--- src/rtl/timer_dev.sv ---
// timer_dev: memory-mapped interval timer (TCNT/TLIM/TCTL) with prescaler, sticky Ready/Overrun and irq
module timer_dev #(
  parameter int DBITS = 32,
  parameter int CLKDIV = 50000,
  parameter logic [DBITS-1:0] ADDRTCNT = 32'hFFFFF100,
  parameter logic [DBITS-1:0] ADDRTLIM = 32'hFFFFF104,
  parameter logic [DBITS-1:0] ADDRTCTL = 32'hFFFFF108
) (
  input  logic             clk,
  input  logic             reset,
  input  logic [DBITS-1:0] addr,
  input  logic             wr_en,
  input  logic [DBITS-1:0] wr_data,
  output logic [DBITS-1:0] rd_data,
  output logic             sel,
  output logic             irq
);
  localparam logic [19:0] PMAX = 20'(CLKDIV - 1);
  logic [DBITS-1:0] tcnt, tlim, ctl;
  logic [19:0] pre;
  logic rdy, ovr, ie;
  logic hit_cnt, hit_lim, hit_ctl, we_cnt, we_lim, we_ctl;
  logic pre_end, tick, wrap, clr_rdy, clr_ovr;
  always_comb begin
    hit_cnt = addr == ADDRTCNT;
    hit_lim = addr == ADDRTLIM;
    hit_ctl = addr == ADDRTCTL;
    we_cnt = wr_en & hit_cnt;
    we_lim = wr_en & hit_lim;
    we_ctl = wr_en & hit_ctl;
    pre_end = pre == PMAX;
    tick = pre_end & ~we_cnt & ~we_lim;
    wrap = tick & (tlim != '0) & (tcnt == tlim - DBITS'(1));
    clr_rdy = we_ctl & ~wr_data[0];
    clr_ovr = we_ctl & ~wr_data[2];
    ctl = '0;
    ctl[0] = rdy;
    ctl[2] = ovr;
    ctl[8] = ie;
    sel = hit_cnt | hit_lim | hit_ctl;
    rd_data = hit_cnt ? tcnt : hit_lim ? tlim : hit_ctl ? ctl : '0;
  end
  assign irq = rdy & ie;
  always_ff @(posedge clk or posedge reset)
    if (reset) begin
      pre <= '0;
      tcnt <= '0;
      tlim <= '0;
      rdy <= 1'b0;
      ovr <= 1'b0;
      ie <= 1'b0;
    end else begin
      pre <= (pre_end | we_cnt | we_lim) ? '0 : pre + 20'd1;
      tcnt <= we_lim ? '0 : we_cnt ? wr_data : wrap ? '0 : tick ? tcnt + DBITS'(1) : tcnt;
      if (we_lim) tlim <= wr_data;
      // a wrap outranks a same-cycle clear, and a clear of Ready acknowledges the prior event
      rdy <= wrap | (rdy & ~clr_rdy);
      ovr <= (wrap & rdy & ~clr_rdy) | (ovr & ~clr_ovr);
      if (we_ctl) ie <= wr_data[8];
    end
endmodule

--- config.mk ---
export PLATFORM = sky130hd
export DESIGN_NAME = timer_dev
export DESIGN_NICKNAME = d
export VERILOG_FILES = /design/src/rtl/timer_dev.sv
export SDC_FILE = /design/constraint.sdc
export NUM_CORES = 1
export LEC_CHECK = 0
export CORE_MARGIN = 5
export CORE_UTILIZATION = 29
export CTS_BUF_LIST = sky130_fd_sc_hd__clkbuf_8
export DETAILED_ROUTE_END_ITERATION = 10
export GPL_TIMING_DRIVEN = 1
export PLACE_DENSITY_LB_ADDON = 0.25
export SYNTH_ARGS = -nofsm -noshare
export SYNTH_HDL_FRONTEND = slang
export SYNTH_SLANG_ARGS = --single-unit
--- constraint.sdc ---
create_clock -name clk -period 3.2 [get_ports clk]
set_input_delay 0.64 -clock clk [delete_from_list [all_inputs] [get_ports clk]]
set_output_delay 0.64 -clock clk [all_outputs]
set_load 0.01 [all_outputs]
==> results.yml <==
clock_tree:
  tritoncts.num_buffers: 9
  cts.reportedPaths.clkPinSlew_ps: 100
  cts_root_buf: "sky130_fd_sc_hd__clkbuf_8"
  cts_tree: "done"
  insertion_delay_ps: 380
  cts_num_sinks: 87
  cts-root-to-sink-buffers: 2
  clock_tree.htree_level_count: 3
synthesis:
  synth_nets: 828
  netlist_instances: 757
  avgSynthCellArea_um2: 8.60
  synth_ff_type: "sky130_fd_sc_hd__dfrtp_1"
  yosysWarningCount: 0
  post-synth-top-area-cell: "sky130_fd_sc_hd__dfrtp_1"
  synth_top_area_share_pct: 33.4
  ys_async_sr_fraction_pct: 100
  mappedNetlistArea_um2: 6510
  ys_ff_latch: 87
  synth_sequential_area_ratio_pct: 33.4
  synth_area_leaders: "sky130_fd_sc_hd__dfrtp_1 33%, sky130_fd_sc_hd__mux2_2 5.7%, sky130_fd_sc_hd__nor2_1 5.6%"
  synthDistinctLibCells: 72
  synth_edf_count: 0
timing:
  worst_hold_slack_ps: 464
  final_period_minus_worst_setup_slack_ps: 3090
  slew-limit-headroom_pct: 52.6
  fmax_mhz: 324
  worst_clock_skew_ps: 12.0
  setup_slack_ps: 112
  finalSetupViolCount: 0
  slew_viol_final: 0
  worst_pin_slew_ps: 702
  timing_hold_violations_final: 0
  period_share_pct: 96.5
  fin_tns_setup_ps: 0
  rsz0062_at_grt: "yes"
drt:
  num_vias: 6300
  detail_route.vias_per_cell: 5.30
  detailed_route_wire_length_um: 22100
  drt.antenna.violating_nets: 0
  drc: 0
  drt-wirelength-per-cell_um: 18.6
  detailedRoute.firstIterationViolations: 375
  detail_route.first_pass.iterations: 5
power_and_ir_drop:
  p_leak_uw: 0.00369
  vdd_drop_max_mv: 0.121
  power_density_nw_per_um2: 244
floorplanning:
  boundaryPins: 101
  initial_utilization_pct: 29.7
  floorplan.die_area_um2: 25600
  std_cell_rows: 54
  floorplan.die.width_um: 160
  die_height_um: 160
  floorplan.core_area_um2: 22000
placement:
  pre_cts_slack_ps: -287
  place.port_buffers: 100
  gp_routability_congestion: 0.900
  dpl.hpwl_um: 17000
status:
  run_status: "finished clean"
critical_path:
  setup.worst_path.start_class: "input pin"
  worstPathCellList: "clkdlybuf4s50_1 > nand4_1 > nor4_1 > nand4_1 > or2_2 > buf_12 > nor2_1 > clkbuf_2"
  critical-path-slowest-cell: "sky130_fd_sc_hd__clkdlybuf4s50_1"
  worstSetupEndpointType: "output port"
  worst_path_largest_cell_delay_ps: 500
  worstSetupPathType: "input pin to output port"
  cp_data_required_time_ps: 2560
  critical_path.most_common_cell: "sky130_fd_sc_hd__nand4_1"
  worstPathMaxFanout: 32
  critPathArrivalTime_ps: 2450
cells_and_area:
  final_common_cell: "sky130_fd_sc_hd__nor2_1"
  layout-area-overhead-vs-synth_pct: 29.8
  antenna_cells_inserted: 0
  layout.cells.most_common_list: "95 x sky130_fd_sc_hd__nor2_1, 87 x sky130_fd_sc_hd__dfrtp_1, 82 x sky130_fd_sc_hd__buf_4"
  final_layout_size_suffix_gt1_share_pct: 22.1
  finish.net_count: 974
  final_core_utilization_pct: 38.5
min_path:
  holdCritPathClass: "input pin to asynchronous set/reset pin"
grt:
  first_global_vias: 6322
  grt_antenna_before_repair: 1
  gr-usage-all-layers_pct: 17.2
  global_route.overflow_total: 0
  grt_max_degree: 59
  grt_first_pass_wirelength_um: 35100
run:
  drv.max_cap_violation_count: 0
path summary, 6_finish.rpt:
path                       depth (start not counted)  slack [ps]  startpoint           to
setup reg to reg                                  13         190     tlim[0]     tcnt[30]
setup / recovery                                   8         110    addr[13]  rd_data[23]
hold / removal                                     2         460       reset       pre[3]
max in group asynchronous                          3        2150       reset     tlim[12]
min in group clk                                   1         470      pre[0]       pre[0]
hold reg to reg                                    1         470      pre[0]       pre[0]
repair_timing:
action,CTS,global route
hold buffers,0,0
gates resized for setup,41,58
pin swaps,2,3
setup buffers,2,3
setup endpoints to repair,48,56
metal layers:
metal	track usage (%)	routed length [um]
met1	23.2	10300
met5	0	13
met2	28.1	10200
met4	5.59	444
met3	3.04	1170
state kept, by name, indices dropped and copies added, names as in the netlist:
signal and flops:
rdy 1, pre 20, tlim 32, ovr 1
tcnt 32, ie 1
where the power goes:
part,leakage (uW),total [uW],switching [uW],internal (uW)
Clock,0.000100,787,431,356
Combinational,0.00247,177,77.6,99.1
Sequential,0.00112,1100,0.00363,1100
synthesized netlist by cell type, types with 2 or more instances:
master and number:
sky130_fd_sc_hd__o31ai_1 4, sky130_fd_sc_hd__clkbuf_1 39, sky130_fd_sc_hd__buf_2 5, sky130_fd_sc_hd__a21oi_1 32
sky130_fd_sc_hd__a32oi_1 13, sky130_fd_sc_hd__xor2_1 24, sky130_fd_sc_hd__nand4_1 26, sky130_fd_sc_hd__a211o_1 3
sky130_fd_sc_hd__a31oi_1 3, sky130_fd_sc_hd__or4b_1 3, sky130_fd_sc_hd__or3_1 20, sky130_fd_sc_hd__or2_2 3
sky130_fd_sc_hd__nor4b_1 5, sky130_fd_sc_hd__ha_1 4, sky130_fd_sc_hd__buf_4 2, sky130_fd_sc_hd__buf_6 5
sky130_fd_sc_hd__nand4b_1 4, sky130_fd_sc_hd__a21o_1 7, sky130_fd_sc_hd__nor4_1 12, sky130_fd_sc_hd__nor2b_1 9
sky130_fd_sc_hd__and2_1 5, sky130_fd_sc_hd__nor4_2 3, sky130_fd_sc_hd__inv_1 20, sky130_fd_sc_hd__nor2_1 97
sky130_fd_sc_hd__mux2_2 33, sky130_fd_sc_hd__buf_1 2, sky130_fd_sc_hd__a22oi_1 17, sky130_fd_sc_hd__nand3_1 27
sky130_fd_sc_hd__o21ai_1 14, sky130_fd_sc_hd__nand2b_1 11, sky130_fd_sc_hd__clkbuf_2 2, sky130_fd_sc_hd__nand4bb_1 2
sky130_fd_sc_hd__mux2i_1 35, sky130_fd_sc_hd__nor3b_1 4, sky130_fd_sc_hd__nor4_4 5, sky130_fd_sc_hd__o21ai_0 23
sky130_fd_sc_hd__dfrtp_1 87, sky130_fd_sc_hd__nand2_1 51, sky130_fd_sc_hd__and3_1 5, sky130_fd_sc_hd__nor3_1 25
sky130_fd_sc_hd__xnor2_1 32, sky130_fd_sc_hd__nand3b_1 2, sky130_fd_sc_hd__or4_1 3
critical path, delay by kind of cell:
kind                   cells  cell delay, ps
buffers and inverters      3             820
AND/OR/NAND/NOR            5             970
area by class of cell:
cell class	count	area (um^2)
fill	2262	13500
multi-input combinational	595	4040
sequential	87	2180
timing repair buffer	190	1620
tap	280	350
clock buffer	9	124
inverter	20	76.3
clock inverter	7	65.1
kinds of logic (layout without fill, tap and decap cells):
family	count (synthesis)	after routing	synth area share (%)
flops	87	87	33.4
compound gates	135	135	13.8
simple gates	332	332	28.3
buf+inv	75	226	5.15
fa+ha+maj	4	4	0.768
xor+xnor	56	56	7.53
mux	68	68	11.1
through the flow:
| stage | total power, uW | cell area, um^2 | std cells |
|---|---|---|---|
| floorplan | 1170 | 6510 | 757 |
| global placement | 1300 | 8350 | 1167 |
| detailed placement | 1300 | 8350 | 1167 |
| CTS | 2090 | 8530 | 1185 |
| global route | 2150 | 8460 | 1188 |
| finish | 2060 | 8460 | 1188 |
Note: power is estimated with default switching activity, not from simulation.
